### src/rtl/fetch_if_id_stage_pkg.sv
// Shared fetch-stage constants: NOP encoding, IF/ID source-field positions and the fetch mode decode.
package fetch_if_id_stage_pkg;

  localparam int DEF_INSTR_W  = 32;
  localparam int DEF_ADDR_W   = 16;
  localparam int DEF_REG_W    = 4;
  localparam int DEF_RA_LSB   = 20;
  localparam int DEF_RB_LSB   = 16;
  localparam int PERF_W       = 16;

  // Source fields of the NOP are zero, so a bubble never looks like a register reader.
  localparam logic [31:0] NOP_INSTR = 32'h0000_0013;

  typedef enum logic [1:0] {
    MODE_RUN,
    MODE_STALL,
    MODE_REDIRECT
  } fetchMode_e;

  function automatic fetchMode_e decodeMode(logic enablePc, logic branchTaken);
    if (branchTaken) return MODE_REDIRECT;
    if (enablePc) return MODE_RUN;
    return MODE_STALL;
  endfunction

endpackage

### src/rtl/fetch_if_id_stage_skid.sv
// One-entry holding register {instr, pc, valid} that parks an in-flight fetch response during a stall.
module fetch_skid #(
  parameter int INSTR_W = 32,
  parameter int ADDR_W  = 16
) (
  input  logic               clk,
  input  logic               rst_n,
  input  logic               load,
  input  logic               clear,
  input  logic [INSTR_W-1:0] loadInstr,
  input  logic [ADDR_W-1:0]  loadPc,
  output logic [INSTR_W-1:0] instr,
  output logic [ADDR_W-1:0]  pc,
  output logic               valid
);

  // Clear dominates load so a redirect can never leave a stale entry behind.
  always_ff @(posedge clk or negedge rst_n) begin
    if (!rst_n) begin
      instr <= '0;
      pc    <= '0;
      valid <= 1'b0;
    end else if (clear) begin
      valid <= 1'b0;
    end else if (load) begin
      instr <= loadInstr;
      pc    <= loadPc;
      valid <= 1'b1;
    end
  end

endmodule

### src/rtl/fetch_if_id_stage.sv
// Instruction fetch with IF/ID register, stall skid and branch redirect.
// Optional FETCH_PERF_EN adds saturating stall/flush cycle counters.
module fetch_if_id_stage
  import fetch_if_id_stage_pkg::*;
#(
  parameter int                INSTR_W  = DEF_INSTR_W,
  parameter int                ADDR_W   = DEF_ADDR_W,
  parameter int                REG_W    = DEF_REG_W,
  parameter int                RA_LSB   = DEF_RA_LSB,
  parameter int                RB_LSB   = DEF_RB_LSB,
  parameter logic [ADDR_W-1:0] RESET_PC = '0
) (
  input  logic               clk,
  input  logic               rst_n,
  input  logic               enable_pc,
  input  logic               branch_taken,
  input  logic [ADDR_W-1:0]  branch_target,
  output logic               imem_en,
  output logic [ADDR_W-1:0]  imem_addr,
  input  logic [INSTR_W-1:0] imem_rdata,
`ifdef FETCH_PERF_EN
  output logic [PERF_W-1:0]  perf_stall_cnt,
  output logic [PERF_W-1:0]  perf_flush_cnt,
`endif
  output logic               if_id_valid,
  output logic [INSTR_W-1:0] if_id_instr,
  output logic [ADDR_W-1:0]  if_id_pc,
  output logic [REG_W-1:0]   if_id_registerA,
  output logic [REG_W-1:0]   if_id_registerB
);

  localparam logic [INSTR_W-1:0] NOP = INSTR_W'(NOP_INSTR);

  fetchMode_e         mode;
  logic [ADDR_W-1:0]  pcQ;
  logic [ADDR_W-1:0]  respPc;
  logic               respV;
  logic               issue;
  logic [INSTR_W-1:0] skidInstr;
  logic [ADDR_W-1:0]  skidPc;
  logic               skidV;
  logic               skidLoad;
  logic               skidClear;
  logic [INSTR_W-1:0] srcInstr;
  logic [ADDR_W-1:0]  srcPc;
  logic               srcV;

  assign mode      = decodeMode(enable_pc, branch_taken);
  assign issue     = enable_pc & ~branch_taken & rst_n;
  assign imem_en   = issue;
  assign imem_addr = pcQ;

  // A parked response is always older than anything on imem_rdata, so it goes first.
  assign srcInstr  = skidV ? skidInstr : imem_rdata;
  assign srcPc     = skidV ? skidPc : respPc;
  assign srcV      = skidV | respV;

  assign skidLoad  = (mode == MODE_STALL) & respV & ~skidV;
  assign skidClear = (mode != MODE_STALL);

  fetch_skid #(
    .INSTR_W (INSTR_W),
    .ADDR_W  (ADDR_W)
  ) uSkid (
    .clk       (clk),
    .rst_n     (rst_n),
    .load      (skidLoad),
    .clear     (skidClear),
    .loadInstr (imem_rdata),
    .loadPc    (respPc),
    .instr     (skidInstr),
    .pc        (skidPc),
    .valid     (skidV)
  );

  always_ff @(posedge clk or negedge rst_n) begin
    if (!rst_n) begin
      pcQ    <= RESET_PC;
      respV  <= 1'b0;
      respPc <= '0;
    end else begin
      respV <= issue;
      if (issue) begin
        pcQ    <= pcQ + ADDR_W'(1);
        respPc <= pcQ;
      end else if (mode == MODE_REDIRECT) begin
        pcQ <= branch_target;
      end
    end
  end

  always_ff @(posedge clk or negedge rst_n) begin
    if (!rst_n) begin
      if_id_valid <= 1'b0;
      if_id_instr <= NOP;
      if_id_pc    <= '0;
    end else begin
      case (mode)
        MODE_REDIRECT: begin
          if_id_valid <= 1'b0;
          if_id_instr <= NOP;
        end
        MODE_RUN: begin
          if_id_valid <= srcV;
          if_id_instr <= srcV ? srcInstr : NOP;
          if_id_pc    <= srcPc;
        end
        default: begin
        end
      endcase
    end
  end

  assign if_id_registerA = if_id_valid ? if_id_instr[RA_LSB +: REG_W] : '0;
  assign if_id_registerB = if_id_valid ? if_id_instr[RB_LSB +: REG_W] : '0;

`ifdef FETCH_PERF_EN
  always_ff @(posedge clk or negedge rst_n) begin
    if (!rst_n) begin
      perf_stall_cnt <= '0;
      perf_flush_cnt <= '0;
    end else begin
      if (!enable_pc && (perf_stall_cnt != '1)) perf_stall_cnt <= perf_stall_cnt + PERF_W'(1);
      if (branch_taken && (perf_flush_cnt != '1)) perf_flush_cnt <= perf_flush_cnt + PERF_W'(1);
    end
  end
`endif

endmodule
### config.mk
export PLATFORM = sky130hd
export DESIGN_NAME = fetch_if_id_stage
export DESIGN_NICKNAME = d
export VERILOG_FILES = /design/src/rtl/fetch_if_id_stage_pkg.sv /design/src/rtl/fetch_if_id_stage_skid.sv /design/src/rtl/fetch_if_id_stage.sv
export SDC_FILE = /design/constraint.sdc
export NUM_CORES = 1
export LEC_CHECK = 0
export CORE_ASPECT_RATIO = 2
export CORE_MARGIN = 2
export CORE_UTILIZATION = 50
export DETAILED_ROUTE_END_ITERATION = 8
export GPL_ROUTABILITY_DRIVEN = 0
export PLACE_DENSITY = 0.83
export SYNTH_ARGS = -nofsm -noshare
export SYNTH_HDL_FRONTEND = slang
export SYNTH_SLANG_ARGS = --single-unit
### constraint.sdc
create_clock -name clk -period 2.05 [get_ports clk]
set_input_delay 0.205 -clock clk [delete_from_list [all_inputs] [get_ports clk]]
set_output_delay 0.205 -clock clk [all_outputs]
set_load 0.01 [all_outputs]
-- After elaboration in Yosys (flattened, before gate mapping)
Index checks and enable logic that the tools add are counted.
W data, S select, Z words.
- register bits after elaboration: 131
- bits in latches: 0
- bits in writable memories: 0
- ROM bits: 0
- input bits: 52
- output and inout port bits: 74
- logic and storage cells: 44
- memories kept: 0
- add/sub/neg operators: 1
- multipliers: 0
- divide/modulo/power cells: 0
- $lt $le $gt $ge: 0
- eq/ne operators: 3
- shift operators: 0
- muxes and demuxes: 18
- bitwise logic cells: 8
- reduce and logical (&&, ||, !) cells: 5
- operators with widths (cell ; number):
    $mux W32 ; 2
    $pmux W32 S2 ; 1
    $mux W16 ; 3
    $add A16 B1 Y16 const B ; 1
    $mux W2 ; 4
    $mux W4 ; 2
    $reduce_bool A2 Y1 ; 3
    $mux W1 ; 5
    $and A1 B1 Y1 ; 4
    $not A1 Y1 ; 3
    $eq A2 B1 Y1 const B ; 1
    $eq A2 B2 Y1 const B ; 1
    $logic_not A2 Y1 ; 1
    $ne A2 B1 Y1 const B ; 1
    $pmux W1 S2 ; 1
    $reduce_and A2 Y1 ; 1
    $or A1 B1 Y1 ; 1

-- Logic depth before layout (Yosys ltp)
Gate-level depths: netlist (run 1).
- word-level depth: 9
- mapped depth: 7
- gate-level depth less buffers: 5

-- Cells and area by module
Synthesis (run 1) repeated with hierarchy kept, for this count alone.
- cells, all modules: 468
- area total of the unflattened synthesis: 5749.3 um^2
- modules (own cells, without submodules) (module ; instances ; cells an instance ; area each (um^2) ; sequential area each (um^2)):
    fetch_if_id_stage ; 1 ; 363 ; 3819.9 ; 2055.7
    fetch_skid ; 1 ; 105 ; 1929.4 ; 1226.2

-- Worst setup path before layout (run 1)
OpenSTA, ideal clock, no wires.
- path kind: reg2reg
- start: register pcQ[0] (netlist: imem_addr[0])
- end: register pcQ[8] (netlist: imem_addr[8])
- setup time: 120 ps
- arrival time: 1520 ps
- data required time: 1930 ps
- path slack: 410 ps
- cell stages (with the launch flop): 6
- path buffers: 0
- clock period less this slack: 1640 ps
- path through: dfrtp_1 > ha_1 > and3_1 > and2_1 > a311o_1 > o211a_1
- cells in the longest elaborated chain, start to end: 2
- RTL lines (what ; line ; text):
    from (decl) ; fetch_if_id_stage.sv:35 ; logic [ADDR_W-1:0] pcQ;
    from (signal assigned) ; fetch_if_id_stage.sv:84 ; pcQ <= pcQ + ADDR_W'(1);
    from (signal assigned) ; fetch_if_id_stage.sv:87 ; pcQ <= branch_target;
    $add A16 B1 Y16 ; fetch_if_id_stage.sv:84 ;
    $mux W16 ; fetch_if_id_stage.sv:83 ; if (issue) begin
Every way passes these cells.
A chain may end at the register's enable or synchronous reset.

-- Worst setup path after layout (run 1)
- start: input port rst_n
- end: output port imem_en
- cells in the longest elaborated chain, start to end: 1
- RTL lines (what ; line ; text):
    from (decl) ; fetch_if_id_stage.sv:14 ; input logic rst_n,
    $and A1 B1 Y1 ; fetch_if_id_stage.sv:49 ; assign issue = enable_pc & ~branch_taken & rst_n;
    to (decl) ; fetch_if_id_stage.sv:18 ; output logic imem_en,
Every way passes these cells.

==> metrics.yaml, run 1 <==
logic_synthesis:
  netlist_area_mm2: 0.00565
  syn_avg_cell_area_um2: 11.5
  ys_seq_area_frac: 0.581
  synth_seq_cells: 131
  syn_inst: 489
  ys.warnings.count: 0
  synth_ff_type: "dfrtp_1"
  synth_cell_types: 43
  async_flop_share: 1.00
  synth_fp_nets: 542
  synth_edf_count: 0
global_route:
  grt_max_degree: 60
  gr-total-overflow: 0
  grt_first_pass_wirelength_um: 21800
  antenna_found_initial: 0
  grt_usage: 0.230
  grt_pass1_vias: 4449
clocking:
  cts_setup_buffers: 0
  cts_hold_repair.buffers: 1
  h-tree-depth: 4
  cts_tree: "yes"
  clockBufferDepth: 2
  cts_made_buffers: 17
  ctsRootBufferMaster: "clkbuf_16"
  clkLatencyLatePin_ps: 410
  path_clk_slew_ps: 60
  cts_resized: 0
  cts.sinks: 131
pwr:
  power.internal_uw: 5570
  ir_drop_mv: 0.613
  switchingPower_uw: 1750
  total_power_uw: 7320
  p_leak_uw: 0.00329
  p_comb_frac: 0.140
  p_seq_frac: 0.446
  power_frac_clock: 0.414
  p_per_area_mw_per_mm2: 951
  switching_share: 0.240
timing:
  min_period_ps: 1940
  rsz0062_at_grt: "false"
  fin_tns_setup_ps: 0
  maxSlewViolCount: 0
  min_period_over_period: 0.947
  worst_pin_slew_ps: 720
  final_hold_viol_count: 0
  setup_viol: 0
  timing.slew.headroom: 0.520
  setup_slack_ps: 108
  finalClockSkew_ps: 6.43
  max_freq_mhz: 515
detailed_routing:
  drt_pass1_iterations: 5
  drcViolationCount: 0
  via_count: 4261
  ant_nets: 0
  avgViaCountPerCell: 5.50
  drtIter0Drc: 234
  routedWlPerCell_um: 17.3
  wl_um: 13400
worst_setup_path:
  r2r_cells: 5
  cp_data_required_time_ps: 1850
  r2r_start: "imem_addr[0]"
  cp-end-kind: "primary output"
  ff2ff_setup_slack_ps: 260
  cp-start-kind: "primary input"
  rr_endpoint: "imem_addr[10]"
  worstPathArrival_ps: 1740
  crit_fanout: 6
  criticalPathCategory: "primary input to primary output"
layout:
  final_nets: 675
  layout.area.seq_mm2: 0.00328
  design_area_mm2: 0.00770
  antenna_cells: 0
  final_cell_mix: "dfrtp_1 (127), clkdlybuf4s50_1 (124), nand2_1 (105)"
  syn2layout_area_growth_pct: 36.3
  drive_gt1_frac: 0.140
  multi_input_area_mm2: 0.00219
  fillers: 820
  final_common_cell: "dfrtp_1"
min_path:
  hp-class: "primary input to flop"
  hold_path_depth: 3
  hold_end: "imem_addr[4]"
  hold_start: "branch_target[4]"
floorplanning:
  coreArea_mm2: 0.0109
  io_pins: 126
  dieArea_mm2: 0.0122
  die_y_um: 154
  num_rows: 54
  dieWidth_um: 79.1
  start_util: 0.516
placed_design:
  place_hpwl_um: 9210
  placed_area_mm2: 0.00708
  port_buffers: 125
  dp_slack_ps: 70.0
run_status:
  status: "completed"
flow_run:
  cap_violations: 0
-- critical path, stage by stage --
cell,delay [ps]
dlygate4sd3_1,540
buf_6,130
nand3b_1,100
inv_1,180
clkdlybuf4s50_1,580
-- through the flow --
stage	util	std cells	hold WS (ps)
after CTS	0.703	775	371
after floorplan	-	489	-90.6
final	0.703	775	377
after global routing	0.703	775	382
after detailed placement	0.647	742	289
after global placement	0.647	742	287
-- state kept, by name, summed over array words and instances, names as in the netlist --
| register | cells |
|---|---|
| if_id_valid | 1 |
| if_id_pc | 16 |
| uSkid.instr | 32 |
| uSkid.valid | 1 |
| respPc | 16 |
| if_id_instr | 32 |
| imem_addr | 16 |
| uSkid.pc | 16 |
| respV | 1 |
-- synth_stat cells, types with 2 or more instances --
cell / n / area [um2]
and2_1: 12 / 75.1
dfrtp_1: 128 / 3200
o21ai_0: 52 / 260
nor2_1: 9 / 33.8
dfstp_2: 3 / 78.8
mux2_1: 20 / 225
nand3_1: 3 / 15.0
o22a_1: 3 / 26.3
mux2_2: 31 / 349
buf_4: 4 / 30.0
and3_1: 4 / 25.0
buf_8: 2 / 30.0
buf_2: 6 / 30.0
or3_1: 2 / 12.5
nand4_1: 5 / 31.3
and4_1: 2 / 17.5
mux2i_1: 45 / 450
a21oi_1: 2 / 10.0
o211ai_1: 4 / 30.0
nand2_1: 105 / 394
clkbuf_1: 16 / 60.1
o311ai_0: 4 / 35.0
a31oi_1: 2 / 12.5
a311oi_1: 4 / 35.0
inv_1: 3 / 11.3
-- cell type report --
type,count,share of cell area
clock inverters,10,0.0169
inverters,4,0.00195
flip-flops and latches,131,0.427
clock buffers,22,0.0616
multi-input cells,325,0.285
repair buffers,143,0.185
well taps,140,0.0228
-- per-layer routing --
metal / vias up / GRT usage / routed length, um
li1: 1982 / - / -
met1: 2119 / 0.258 / 4910
met2: 142 / 0.412 / 7650
met3: 18 / 0.0508 / 527
met4: 0 / 0.0993 / 283
met5: - / 0 / 0
-- worst max-delay path by stage --
stage                            start        endpoint
after floorplan           imem_addr[0]    imem_addr[8]
after global placement       enable_pc  uSkid.instr[3]
after detailed placement     enable_pc  uSkid.instr[0]
after CTS                        rst_n         imem_en
after global routing             rst_n         imem_en
final                            rst_n         imem_en
-- power by group through the flow --
stage,sequential [uW],combinational (uW),clock (uW)
2_1_floorplan,3270,462,0
3_3_place_gp,3260,970,0
3_5_place_dp,3290,1020,0
4_1_cts,3260,1040,3070
5_1_grt,3310,1120,3200
6_report,3270,1030,3030
-- cell families after synthesis --
logic type / after synthesis / share of synthesized area
adder cells (fa/ha/maj): 1 / 0.00222
flip-flops: 131 / 0.581
XOR/XNOR: 2 / 0.00310
multiplexers: 96 / 0.181
AO/OA/AOI/OAI: 79 / 0.0855
AND/OR/NAND/NOR: 147 / 0.115
buffers and inverters: 33 / 0.0312
Power figures use the tool's default switching activity.
==> inputs of run 2 (changes only) <==
Settings changed: CORE_MARGIN 2 to not set, CORE_UTILIZATION 50 to 46, PLACE_DENSITY 0.83 to 0.81.
Clock period 2.05 ns to 1.59 ns, I/O delays scaled along.
==> metrics.yaml, run 2 (same netlist as run 1, synthesis figures left out) <==
run_status:
  status: "completed"
placed_design:
  dp_slack_ps: -432  # -502 ps
  placed_area_mm2: 0.00721  # +1.9%
  dp.cells: 758  # +2.2%
  place_hpwl_um: 9410  # +2.2%
  port_buffers: 125  # unchanged
floorplanning:
  start_util: 0.477  # -0.0390
  die_y_um: 159  # +2.8%
  num_rows: 56  # +3.7%
  dieArea_mm2: 0.0127  # +4.4%
  dieWidth_um: 80.3  # +1.5%
  io_pins: 126  # unchanged
  coreArea_mm2: 0.0118  # +8.2%
global_route:
  grt_usage: 0.227  # -0.00342
  gr-total-overflow: 0  # unchanged
  grt_max_degree: 58  # -3.3%
  antenna_found_initial: 0  # unchanged
  grt_first_pass_wirelength_um: 21700  # -0.35%
  grt_pass1_vias: 4381  # -1.5%
detailed_routing:
  drt_pass1_iterations: 5  # unchanged
  routedWlPerCell_um: 17.5  # +1.3%
  drcViolationCount: 0  # unchanged
  drtIter0Drc: 220  # -6.0%
  avgViaCountPerCell: 5.42  # -1.4%
  met1_length_um: 5190  # +5.8%
  wl_um: 13900  # +4.3%
  route.met2.wl_um: 7800  # +2.0%
  via_count: 4327  # +1.5%
  top_layer: "met4"
  dr_wl_met3_um: 521  # -1.1%
  ant_nets: 0  # unchanged
layout:
  antenna_cells: 0  # unchanged
  multi_input_area_mm2: 0.00221  # +1.1%
  instances_no_fill: 798  # +3.0%
  syn2layout_area_growth_pct: 40.3
  layout.area.seq_mm2: 0.00329  # +0.30%
  drive_gt1_frac: 0.188  # +0.0482
  fillers: 860  # +4.9%
  design_area_mm2: 0.00792  # +3.0%
  final_common_cell: "dfrtp_1"
  final_nets: 693  # +2.7%
  final_util: 0.669  # -0.0340
  final_cell_mix: "dfrtp_1 (119), nand2_1 (105), clkdlybuf4s50_1 (104)"
  top_regs: "if_id_instr x32, uSkid.instr x32"
worst_setup_path:
  cp-end-kind: "flop"
  crit_fanout: 4  # -2
  criticalPathCategory: "flop to flop"
  worstPathArrival_ps: 1900  # +160 ps
  rr_endpoint: "imem_addr[14]"
  r2r_start: "imem_addr[1]"
  cp_data_required_time_ps: 1920  # +70 ps
  r2r_cells: 5  # unchanged
  cp-start-kind: "flop"
  ff2ff_setup_slack_ps: 20  # -240 ps
pwr:
  p_seq_frac: 0.445  # about the same
  p_per_area_mw_per_mm2: 1200  # +26%
  power.internal_uw: 7120  # +28%
  switchingPower_uw: 2370  # +35%
  power_frac_clock: 0.411  # -0.003
  ir_drop_mv: 0.863  # +41%
  p_comb_frac: 0.145  # +0.005
  p_leak_uw: 0.00343  # +4.2%
  switching_share: 0.250  # +0.00979
timing:
  min_period_ps: 1570
  final_hold_viol_count: 0  # unchanged
  rsz0062_at_grt: "true"
  timing.slew.headroom: 0.670  # +0.150
  max_freq_mhz: 637
  maxSlewViolCount: 0  # unchanged
  setup_slack_ps: 20.5  # -87.3 ps
  worst_pin_slew_ps: 495  # -225 ps
  finalClockSkew_ps: 6.24  # -0.197 ps
  holdWs_ps: 19.7  # -357 ps
  setup_viol: 0  # unchanged
  min_period_over_period: 0.987
clocking:
  clockBufferDepth: 2  # unchanged
  h-tree-depth: 4  # unchanged
  cts_made_buffers: 17  # unchanged
  clkLatencyLatePin_ps: 410  # about the same
  ctsRootBufferMaster: "clkbuf_16"
  cts.sinks: 131  # unchanged
  cts_tree: "yes"
  path_clk_slew_ps: 60  # about the same
flow_run:
  cap_violations: 0  # unchanged
min_path:
  hp-class: "primary input to async pin"
==> run 2: layout make-up <==
type                       count  area share
multi-input combinational    325       0.279
tap                          145      0.0229
sequential                   131       0.416
inverter                       4     0.00189
clock buffer                  21      0.0606
clock inverter                11      0.0158
timing repair buffer         161       0.204
==> run 2: power groups by stage <==
stage | Combinational, uW | Clock [uW] | Sequential (uW)
after floorplan | 596 | 0 | 4220
after global placement | 1300 | 0 | 4200
after detailed placement | 1360 | 0 | 4250
after CTS | 1370 | 3930 | 4200
after global routing | 1510 | 4080 | 4280
final | 1370 | 3890 | 4220
==> run 2: per-stage QoR <==
step / setup TNS [ps] / total power (uW)
after global placement: -19000 / 5500
after detailed placement: -23360 / 5600
final: 0 / 9480
after global routing: -69.7 / 9870
after CTS: 0 / 9500
after floorplan: 0 / 4810
==> run 2: layer usage <==
| layer | global-route usage | vias up |
|---|---|---|
| met2 | 0.404 | 142 |
| li1 | - | 2008 |
| met3 | 0.0464 | 26 |
| met5 | 0 | - |
| met1 | 0.252 | 2151 |
| met4 | 0.112 | 0 |
==> run 2: what timing repair did <==
| action | in CTS | in global routing |
|---|---|---|
| endpoints found under the setup margin | 28 | 73 |
| hold buffers | 1 | 0 |
| hold endpoints to repair | 71 | 0 |
| gates cloned | 0 | 1 |
| resized for setup | 23 | 22 |
| pin swaps | 3 | 6 |
| setup buffers | 1 | 5 |
==> run 2: critical path: stages (launching register included) <==
cell and delay, ps:
dfrtp_1 390, ha_4 150, and3_4 200, nand4_1 200
or3_1 360, a31oi_1 190
==> run 2: worst max-delay path by stage <==
stage,start,endpoint
global placement,enable_pc,uSkid.instr[3]
floorplan,imem_addr[0],imem_addr[8]
finish,imem_addr[1],imem_addr[14]
detailed placement,enable_pc,uSkid.instr[5]
global route,imem_addr[1],imem_addr[15]
CTS,imem_addr[12],imem_addr[12]
